**config.mk**
```make
export PLATFORM = sky130hd
export DESIGN_NAME = vco_afc_ctrl
export DESIGN_NICKNAME = d
export VERILOG_FILES = /design/src/rtl/vco_afc_ctrl.sv
export SDC_FILE = /design/constraint.sdc
export NUM_CORES = 1
export LEC_CHECK = 0
export ABC_AREA = 1
export BUFFER_PORTS_ARGS = -buffer_cell sky130_fd_sc_hd__clkbuf_2
export CAP_MARGIN = 10
export CELL_PAD_IN_SITES_DETAIL_PLACEMENT = 0
export CELL_PAD_IN_SITES_GLOBAL_PLACEMENT = 1
export CORE_ASPECT_RATIO = 0.75
export CORE_UTILIZATION = 42
export DETAILED_ROUTE_END_ITERATION = 8
export PLACE_DENSITY_LB_ADDON = 0.1
export SLEW_MARGIN = 5
export SYNTH_ARGS = -nofsm -noshare
export SYNTH_HDL_FRONTEND = slang
export SYNTH_SLANG_ARGS = --single-unit
export TNS_END_PERCENT = 30
```
**constraint.sdc**
```tcl
create_clock -name clk -period 2.3 [get_ports clk]
set_clock_uncertainty 0.05 [all_clocks]
set_input_delay 0.345 -clock clk [delete_from_list [all_inputs] [get_ports clk]]
set_output_delay 0.345 -clock clk [all_outputs]
set_load 0.02 [all_outputs]
```
**src/rtl/vco_afc_ctrl.sv**
```systemverilog
// VCO automatic frequency calibration: binary search of the 6-bit coarse
// frequency select against a feedback-pulse count measured over a fixed window.
//
// state   | meaning
// --------+------------------------------------------------------------
// IDLE    | waiting for start; cfs holds the last result
// SETTLE  | cfs just changed, let the VCO settle, fb_pulse ignored
// MEASURE | count fb_pulse over the measurement window
// DECIDE  | resolve the current bit, advance to the next one or finish
// FINISH  | raise done and flag a result pinned at a code limit
module vco_afc_ctrl #(
    parameter int CNT_W      = 12,
    parameter int TARGET     = 1000,
    parameter int SETTLE_CYC = 64,
    parameter int WIN_CYC    = 256
) (
    input  logic       clk,
    input  logic       rst,
    input  logic       start,
    input  logic       fb_pulse,
    output logic [5:0] cfs,
    output logic       vhold,
    output logic       busy,
    output logic       done,
    output logic       range_err
);

    localparam int TMR_MAX = (SETTLE_CYC > WIN_CYC) ? SETTLE_CYC : WIN_CYC;
    localparam int TMR_W   = $clog2(TMR_MAX + 1);

    localparam logic [TMR_W-1:0] SETTLE_LD = TMR_W'(SETTLE_CYC - 1);
    localparam logic [TMR_W-1:0] WIN_LD    = TMR_W'(WIN_CYC - 1);
    localparam logic [CNT_W:0]   TGT       = (CNT_W + 1)'(TARGET);
    localparam logic [5:0]       CFS_MID   = 6'b100000;

    typedef enum logic [2:0] {
        IDLE,
        SETTLE,
        MEASURE,
        DECIDE,
        FINISH
    } state_t;

    state_t           state, state_nxt;
    logic [5:0]       cfs_nxt;
    logic [2:0]       bit_idx, bit_idx_nxt;
    logic [TMR_W-1:0] timer, timer_nxt;
    logic [CNT_W-1:0] count, count_nxt;
    logic             done_nxt, range_err_nxt, busy_nxt;
    logic             over, under;

    // Comparisons carry one extra bit so TARGET may equal the counter ceiling.
    assign over  = {1'b0, count} > TGT;
    assign under = {1'b0, count} < TGT;

    always_ff @(posedge clk) begin
        if (rst) begin
            state     <= IDLE;
            cfs       <= CFS_MID;
            bit_idx   <= 3'd5;
            timer     <= '0;
            count     <= '0;
            done      <= 1'b0;
            range_err <= 1'b0;
            busy      <= 1'b0;
            vhold     <= 1'b0;
        end else begin
            state     <= state_nxt;
            cfs       <= cfs_nxt;
            bit_idx   <= bit_idx_nxt;
            timer     <= timer_nxt;
            count     <= count_nxt;
            done      <= done_nxt;
            range_err <= range_err_nxt;
            busy      <= busy_nxt;
            vhold     <= busy_nxt;
        end
    end

    always_comb begin
        state_nxt     = state;
        cfs_nxt       = cfs;
        bit_idx_nxt   = bit_idx;
        timer_nxt     = timer;
        count_nxt     = count;
        done_nxt      = done;
        range_err_nxt = range_err;

        case (state)
            IDLE: begin
                if (start) begin
                    cfs_nxt       = CFS_MID;
                    bit_idx_nxt   = 3'd5;
                    done_nxt      = 1'b0;
                    range_err_nxt = 1'b0;
                    timer_nxt     = SETTLE_LD;
                    state_nxt     = SETTLE;
                end
            end
            SETTLE: begin
                if (timer == '0) begin
                    timer_nxt = WIN_LD;
                    count_nxt = '0;
                    state_nxt = MEASURE;
                end else begin
                    timer_nxt = timer - 1'b1;
                end
            end
            MEASURE: begin
                if (fb_pulse && (count != '1)) begin
                    count_nxt = count + 1'b1;
                end
                if (timer == '0) begin
                    state_nxt = DECIDE;
                end else begin
                    timer_nxt = timer - 1'b1;
                end
            end
            DECIDE: begin
                if (over) begin
                    cfs_nxt[bit_idx] = 1'b0;
                end
                if (bit_idx != 3'd0) begin
                    cfs_nxt[bit_idx - 3'd1] = 1'b1;
                    bit_idx_nxt = bit_idx - 3'd1;
                    timer_nxt   = SETTLE_LD;
                    state_nxt   = SETTLE;
                end else begin
                    state_nxt = FINISH;
                end
            end
            FINISH: begin
                done_nxt      = 1'b1;
                range_err_nxt = ((cfs == 6'd0) && over) || ((cfs == 6'd63) && under);
                state_nxt     = IDLE;
            end
            default: begin
                state_nxt = IDLE;
            end
        endcase
    end

    // busy/vhold are registered from the next state so the VCO sees clean levels.
    always_comb begin
        busy_nxt = (state_nxt == SETTLE) || (state_nxt == MEASURE) || (state_nxt == DECIDE);
    end

endmodule

```
# After elaboration in Yosys (flattened, before gate mapping)
# Cells that the tools add are included.
# W data, S select, Z words.
# op_classes
n_lt_le_gt_ge	6
n_eq_ne	14
n_addsub	3
n_reduce_logical	21
bitwise	3
n_mux	28
# ops
operator	n
$mux W9	4
$pmux W9 S4	1
$mux W12	2
$mux W6	4
$pmux W12 S2	1
$mux W3	6
$add A12 B1 Y12 const B	1
$eq A3 B2 Y1 const B	4
$gt A12 B10 Y1 const B	1
$lt A12 B10 Y1 const B	1
$ne A12 B12 Y1 const B	1
$pmux W3 S4	1
$pmux W6 S2	1
$ne A2 B2 Y1 const B	5
$logic_not A9 Y1	1
$sub A9 B1 Y9 const B	1
$lt A3 B4 Y1 const B	2
$and A6 B6 Y6	1
$demux W1 S3	2
$eq A3 B1 Y1 const B	2
$eq A6 B6 Y1 const B	1
$ge A3 B1 Y1 const B	2
$logic_not A6 Y1	1
$not A6 Y6	1
other kinds (15)	28
# totals
out_inout_bits	10
ff_bits	36
wordCells	83
input_bits	4

# Logic depth before layout (Yosys ltp)
# Gate-level depths: netlist (run 1).
# logic_depth
depth_word	11
mapped_depth	13
depth_no_buf	12

# Worst setup path before layout (run 1)
# No wires, ideal clock.
# synth_timing
path_type	register to register
start	register bit_idx[0]
end	register timer[8]
path_stages_with_launch	13
path_slack_ns	0.575
path_buffers	1
setup_time_ns	0.116
period_less_slack_ns	1.725
arrival_ns	1.559
required_ns	2.134
cell_sequence	dfxtp_1 -> inv_1 -> ha_1 -> inv_1 -> or2_1 -> buf_2 -> nor2_2 -> nor2_1 -> nand2_2 -> inv_2 -> nand3_1 -> o21ai_0 -> nor2_1
# synth_via
elab_chain_cells	3
# synth_rtl
element	line	rtl
from (decl)	46	logic [2:0] bit_idx, bit_idx_nxt;
from (signal assigned)	70	bit_idx <= bit_idx_nxt;
$reduce_bool A3 Y1	123	if (bit_idx != 3'd0) begin
$ne A2 B2 Y1 (no line)	-	
$reduce_and A4 Y1 (no line)	-	
to (signal assigned)	71	timer <= timer_nxt;
to (decl)	47	logic [TMR_W-1:0] timer, timer_nxt;
# No other way between the ends.
# A chain may end at the register's enable or synchronous reset.

# Worst setup path in the final report (run 1)
# Same ends and word-level chain as after synthesis.

==> results of run 1 <==
-- cells in the mapped netlist, types with 6 or more instances --
library cell | count | area, sq um
a21oi_1 | 29 | 145
dfxtp_1 | 36 | 721
ha_1 | 6 | 75.1
inv_1 | 44 | 165
nand2_1 | 67 | 251
nand3_1 | 30 | 150
nand4_1 | 9 | 56.3
nor2_1 | 41 | 154
nor3_1 | 15 | 75.1
o21ai_0 | 17 | 85.1
-- cell usage in the layout, fill, tap and decap left out, types with 6 or more instances in the layout --
| master | netlist | routed |
|---|---|---|
| a21oi_1 | 29 | 29 |
| clkbuf_2 | 0 | 13 |
| clkbuf_8 | 0 | 7 |
| dfxtp_1 | 36 | 36 |
| ha_1 | 6 | 6 |
| inv_1 | 44 | 44 |
| nand2_1 | 67 | 67 |
| nand3_1 | 30 | 30 |
| nand4_1 | 9 | 9 |
| nor2_1 | 41 | 41 |
| nor3_1 | 15 | 15 |
| o21ai_0 | 17 | 17 |
-- worst reg2reg max path: cells and delay by family (launching register included) --
family | cells | cell delay (ps)
fa+ha+maj | 1 | 210
compound gates | 1 | 150
flops | 1 | 420
simple gates | 6 | 650
buf+inv | 3 | 320
-- metal layers --
| layer | vias up | GRT usage | share of wire |
|---|---|---|---|
| met3 | 2 | 0.0502 | 0.045 |
| li1 | 1088 | - | - |
| met2 | 32 | 0.272 | 0.39 |
| met1 | 874 | 0.283 | 0.56 |
| met4 | 0 | 0.0517 | 0.0058 |
| met5 | - | 0 | 0 |
-- stage by stage --
stage / hold slack [ps] / util / total power, W / cells
final: 406 / 0.501 / 0.00136 / 400
after global routing: 422 / 0.501 / 0.00144 / 400
after CTS: 403 / 0.501 / 0.00138 / 400
after detailed placement: 393 / 0.480 / 0.000892 / 393
after global placement: 396 / 0.480 / 0.000897 / 393
after floorplan: 372 / - / 0.000848 / 324
-- power groups by stage --
stage	clock (W)	combinational [W]	sequential, W
floorplan	0	0.000169	0.000679
global placement	0	0.000212	0.000685
detailed placement	0	0.000208	0.000684
CTS	0.000501	0.000209	0.000670
global route	0.000531	0.000240	0.000673
finish	0.000485	0.000210	0.000670
-- worst max-delay path by stage --
stage | startpoint | to | slack [ps] | cells past startpoint
6_report | bit_idx[0]$_SDFFE_PP1P_ | timer[8]$_SDFFE_PP0P_ | 390 | 11
5_1_grt | bit_idx[0]$_SDFFE_PP1P_ | timer[8]$_SDFFE_PP0P_ | 270 | 11
4_1_cts | bit_idx[0]$_SDFFE_PP1P_ | timer[8]$_SDFFE_PP0P_ | 400 | 11
3_5_place_dp | bit_idx[0]$_SDFFE_PP1P_ | timer[8]$_SDFFE_PP0P_ | 410 | 11
3_3_place_gp | bit_idx[0]$_SDFFE_PP1P_ | timer[8]$_SDFFE_PP0P_ | 450 | 11
2_1_floorplan | bit_idx[0]$_SDFFE_PP1P_ | timer[8]$_SDFFE_PP0P_ | 580 | 12
-- sequential cells by signal, indices dropped and copies added (netlist names) --
register	count
range_err	1
cfs	6
done	1
count	12
bit_idx	3
busy	1
timer	9
state	3
-- logic make-up (layout without fill, tap and decap cells) --
kind of cell	after synthesis	in the layout	synth area share
adder cells (fa/ha/maj)	6	6	0.0360
AO/OA/AOI/OAI	50	50	0.122
buffers and inverters	53	72	0.105
flip-flops	36	36	0.345
XOR/XNOR	4	4	0.0168
AND/OR/NAND/NOR	175	175	0.375
-- final cells by class --
class | instances | area share
well taps | 57 | 0.0308
clock buffers | 7 | 0.0416
multi-input cells | 235 | 0.496
flip-flops and latches | 36 | 0.311
inverters | 47 | 0.0762
repair buffers | 18 | 0.0443
==> Implementation_results.wiki, run 1 <==
{| class="wikitable"
! Metric !! Value
|-
| Peak clock frequency supported by timing || around 0.52 GHz
|-
| Drt via density || around 5
|-
| Final HPWL DP || between 3 and 4 mm
|-
| Final weighted congestion of routability-driven global placement || 0.884
|-
| Clock tree from TritonCTS || done
|-
| Crit path time final || between 1500 and 2000 ps
|-
| Fraction of layout instances using a drive strength above 1 || 0.105
|-
| Worst Path Arrival || between 2000 and 2500 ps
|-
| Highest cell delay on the worst timing path || about 420 ps
|-
| Final Worst Setup Slack || about 390 ps
|-
| Sequential Power Share || 0.491
|-
| Clock transition at the registers of the reported paths || roughly 70 ps
|-
| Power Density || roughly 590 mW/mm^2
|-
| Clock network power share || 0.355
|-
| Drt initial violations || roughly 170
|-
| Initial Utilization || 0.451
|-
| Clock latency on the worst-skew pair || ~280 ps
|-
| Number of global-route vias before repair || between 1500 and 2000
|-
| Width of the die || around 83 um
|-
| Register area share after synthesis || 0.345
|-
| Signed area change from the synthesized netlist to the final layout || 10.9%
|-
| Die ar. || 0.00526 sq mm
|-
| Leakage power || 0.985 nW
|-
| Endpoint class of the critical path || flip-flop
|-
| Hold path endpoint || timer[0]$_SDFFE_PP0P_
|-
| # Max-Cap Violations || 0
|-
| Launch instance of the worst register-to-register path || bit_idx[0]$_SDFFE_PP1P_
|-
| Net count of the mapped netlist || 334
|-
| Slowest cell on the critical path || dfxtp_1
|-
| Router iterations before antenna repair || 4
|-
| Least-Margin Pin Slew || just under 500 ps
|-
| Run status || finished clean
|-
| Average size of a mapped cell || 6.44 sq um
|-
| Total DRC errors in the routed layout || 0
|-
| Combinational Power Share || 0.154
|-
| Data required time at the worst endpoint || around 2400 ps
|-
| Number of cell rows || 21
|-
| Worst path bufs/invs || 3
|-
| Area of all placed cells without fillers || 0.00231 sq mm
|-
| Number of top-level pins || 14
|-
| Final hold viol count || 0
|-
| Max transition margin || 0.675
|-
| Summed negative setup slack over all endpoints || 0 ps
|-
| Detailed Route WL || between 4 and 5 mm
|-
| Primary flip-flop cell chosen by synthesis mapping || dfxtp_1
|-
| Vias after detailed routing || 1996
|-
| Largest fanout of any net on the critical path || 9
|-
| RSZ-0062 raised after global routing || no
|-
| Master cell of the clock root buffer || clkbuf_8
|-
| Instance area after placement || around 0.0022 sq mm
|-
| Worst hold start || timer[0]$_SDFFE_PP0P_
|-
| Max clock buf depth || 2
|-
| Kind of cell adding the most delay to the critical path || simple AND/OR/NAND/NOR gates
|-
| Overflow left after global routing || 0
|-
| Area used by multi-input combinational logic || about 0.0011 sq mm
|-
| Peak supply drop || roughly 310 uV
|-
| # resized after CTS || 0
|-
| YS warnings || 0
|-
| Synth cell types || 30
|-
| FF-to-FF End || timer[8]$_SDFFE_PP0P_
|-
| Reg-to-reg setup timing slack || 390 ps
|-
| Sinks on the clock net || 36
|-
| Number of antenna violations at the first check in global routing || 0
|-
| Setup slack at placement || 413 ps
|-
| Count of inserted antenna diode cells || 0
|-
| I/O Buffers || 13
|-
| Max Transition Viols Final || 0
|-
| Height of the chip || 63.0 um
|-
| Synthesized instance count || 324
|-
| Cell Chain, Critical Path || inv_1 > ha_1 > inv_1 > or2_1 > nor2_2 > nor2_1 > nand2_2 > inv_2 > nand3_1 > o21ai_0 > nor2_1
|-
| Largest net degree at the start of global routing || 16
|-
| Hold-fix buffer count after cts || 0
|-
| Number of register bits inferred by synthesis || 36
|-
| Net switching share of the total power || 0.279
|-
| Layout fillers || about 480
|-
| Crit Path Class || flip-flop to flip-flop
|-
| Worst min path class || flip-flop to flip-flop
|-
| Inserted Clock Buffers || 5
|-
| Number of H-tree levels || 2
|-
| Fraction of registers with async set/reset || 0
|-
| ANT nets after route || 0
|-
| Switching power of the nets || roughly 0.00038 W
|-
| Wire length of the first global-routing pass || roughly 8.1 mm
|-
| Overall global routing resource usage || 0.192
|-
| Number of synthesized flops with an enable pin || 0
|-
| R2R cell count || 11
|-
| Sequential cell area in the final layout || between 700 and 800 sq um
|-
| Area of the mapped netlist || 0.00209 sq mm
|-
| Post-CTS setup repair buffer count || 0
|-
| Pint || 0.000984 W
|-
| Number of failing setup endpoints in the final timing report || 0
|-
| Share of the clock period used by the worst path after layout || 0.832
|-
| Final Net Count || 353
|-
| Hold Path Depth || 1
|-
| Placeable core region || about 0.0046 sq mm
|-
| Routed length per placed instance || between 10 and 15 um
|-
| Worst setup SP type || flip-flop
|}
Note: power is estimated with default switching activity, not from simulation.
==> inputs of run 2 (changes only) <==
- clock period: 2.3 -> 1.93 ns (I/O delays scaled with it)
==> Implementation_results.wiki, run 2 (synthesis gave the netlist of run 1 again) <==
{| class="wikitable"
! Metric !! Value
|-
| Run status || finished clean
|-
| Sequential cell area in the final layout || approximately 720 sq um
|-
| Clock tree from TritonCTS || done
|-
| Die ar. || approximately 0.0053 sq mm
|-
| Vias after detailed routing || around 2100
|-
| Power Density || about 680 mW/mm^2
|-
| Placeable core region || around 0.0046 sq mm
|-
| Hold Path Depth || 2
|-
| R2R cell count || 11
|-
| Peak clock frequency supported by timing || 0.555 GHz
|-
| Final Net Count || around 360
|-
| Final HPWL DP || a little under 4 mm
|-
| Slowest cell on the critical path || dfxtp_1
|-
| # Max-Cap Violations || 0
|-
| Number of failing setup endpoints in the final timing report || 0
|-
| Largest fanout of any net on the critical path || 9
|-
| # resized after CTS || 0
|-
| FF-to-FF End || timer[8]$_SDFFE_PP0P_
|-
| Peak supply drop || between 400 and 500 uV
|-
| Overflow left after global routing || 0
|-
| Drt initial violations || between 100 and 150
|-
| Summed negative setup slack over all endpoints || 0 ps
|-
| Width of the die || around 83 um
|-
| Overall global routing resource usage || 0.205
|-
| Area of all placed cells without fillers || about 0.0024 sq mm
|-
| Cell Chain, Critical Path || inv_1 > ha_1 > inv_1 > or2_4 > nor2_2 > nor2_1 > nand2_2 > inv_4 > nand3_1 > o21ai_0 > nor2_1
|-
| Registers with the most flip-flops || count: 12 flops, timer: 9 flops, cfs: 6 flops
|-
| Total DRC errors in the routed layout || 0
|-
| ANT nets after route || 0
|-
| Worst min path class || input port to flip-flop
|-
| Largest net degree at the start of global routing || 16
|-
| Hold path endpoint || bit_idx[1]$_SDFFE_PP0P_
|-
| Instance area after placement || between 0.002 and 0.0025 sq mm
|-
| Inserted Clock Buffers || 5
|-
| Height of the chip || 63.0 um
|-
| Number of antenna violations at the first check in global routing || 0
|-
| Post-route non-filler standard cell count || approximately 400
|-
| Highest cell delay on the worst timing path || between 400 and 500 ps
|-
| Drt via density || roughly 5
|-
| Detailed Route WL || around 5.1 mm
|-
| Count of inserted antenna diode cells || 0
|-
| Final weighted congestion of routability-driven global placement || 0.860
|-
| Layout fillers || ~480
|-
| I/O Buffers || 13
|-
| Most common cell after layout, fill and taps aside || nand2_1
|-
| Number of H-tree levels || 2
|-
| Hold-fix buffer count after cts || 0
|-
| Leakage power || ~1 nW
|-
| Final hold viol count || 0
|-
| Number of cell rows || 21
|-
| Post-route core utilization || 0.517
|-
| Reg-to-reg setup timing slack || 130 ps
|-
| Endpoint class of the critical path || flip-flop
|-
| Clock transition at the registers of the reported paths || ~70 ps
|-
| Max transition margin || 0.690
|-
| Clock latency on the worst-skew pair || about 280 ps
|-
| Commonest cells after routing, fill and taps aside || 67 x nand2_1, 44 x inv_1, 40 x nor2_1, 35 x dfxtp_1, 30 x nand3_1
|-
| Master cell of the clock root buffer || clkbuf_8
|-
| Met2 wirelength from detailed routing || just over 2 mm
|-
| Least-Margin Pin Slew || roughly 460 ps
|-
| Total power || ~0.0016 W
|-
| Number of top-level pins || 14
|-
| Crit Path Class || flip-flop to flip-flop
|-
| Signed area change from the synthesized netlist to the final layout || 14.5%
|-
| Fraction of layout instances using a drive strength above 1 || 0.131
|-
| Highest routed metal layer || met4
|-
| Worst Path Arrival || approximately 1900 ps
|-
| Total met3 wirelength after detailed routing || 254 um
|-
| Flip-flop count of the largest register after layout || 12
|-
| Initial Utilization || 0.451
|-
| Crit path time final || roughly 1800 ps
|-
| Sinks on the clock net || 36
|-
| Data required time at the worst endpoint || a little over 2000 ps
|-
| Post-CTS setup repair buffer count || 0
|-
| Wire length of the first global-routing pass || roughly 8.6 mm
|-
| Routed length per placed instance || ~12 um
|-
| Routed metal-1 wirelength || 2.74 mm
|-
| Largest register by flop count || count
|-
| Share of the clock period used by the worst path after layout || 0.934
|-
| Launch instance of the worst register-to-register path || bit_idx[0]$_SDFFE_PP1P_
|-
| Router iterations before antenna repair || 4
|-
| Max clock buf depth || 2
|-
| Max Transition Viols Final || 0
|-
| Worst setup SP type || flip-flop
|-
| Cell Count Post-Placement || 401
|-
| Number of global-route vias before repair || ~1800
|-
| Area used by multi-input combinational logic || 0.00115 sq mm
|-
| Worst hold start || rst
|}
==> run 2: area by class of cell <==
type	count	area share
multi-input combinational	235	0.482
sequential	36	0.302
inverter	47	0.0749
timing repair buffer	26	0.0733
clock buffer	8	0.0377
tap	57	0.0298
==> run 2: layer usage <==
metal	up-vias	GRT usage
met5	-	0
met4	0	0.0582
met3	4	0.0410
met2	49	0.310
met1	937	0.292
li1	1102	-
==> run 2: stage by stage <==
stage / hold WS (ps) / worst slack (ps)
floorplan: 372 / 205
global placement: 387 / 131
detailed placement: 397 / 73.5
CTS: 350 / 54.2
global route: 361 / -9.64
finish: 373 / 128
==> run 2: how the worst max path moves through the flow <==
stage / cells past startpoint / endpoint / from / slack (ps)
2_1_floorplan: 12 / timer[8]$_SDFFE_PP0P_ / bit_idx[0]$_SDFFE_PP1P_ / 210
3_3_place_gp: 11 / timer[8]$_SDFFE_PP0P_ / bit_idx[0]$_SDFFE_PP1P_ / 130
3_5_place_dp: 11 / timer[8]$_SDFFE_PP0P_ / bit_idx[0]$_SDFFE_PP1P_ / 70
4_1_cts: 11 / timer[8]$_SDFFE_PP0P_ / bit_idx[0]$_SDFFE_PP1P_ / 50
5_1_grt: 11 / timer[8]$_SDFFE_PP0P_ / bit_idx[0]$_SDFFE_PP1P_ / -10
6_report: 11 / timer[8]$_SDFFE_PP0P_ / bit_idx[0]$_SDFFE_PP1P_ / 130
==> run 2: worst max-delay path, delay by kind of cell (launching register included) <==
family | cells | cell delay, ps
AO/OA/AOI/OAI | 1 | 170
flip-flops | 1 | 430
adder cells (fa/ha/maj) | 1 | 200
AND/OR/NAND/NOR | 6 | 590
buffers and inverters | 3 | 250
==> run 2: power by group <==
group / switching (W) / total (W) / internal (W)
logic: 0.000173 / 0.000266 / 0.0000929
clock network: 0.000266 / 0.000557 / 0.000292
registers: 0.0000265 / 0.000799 / 0.000772
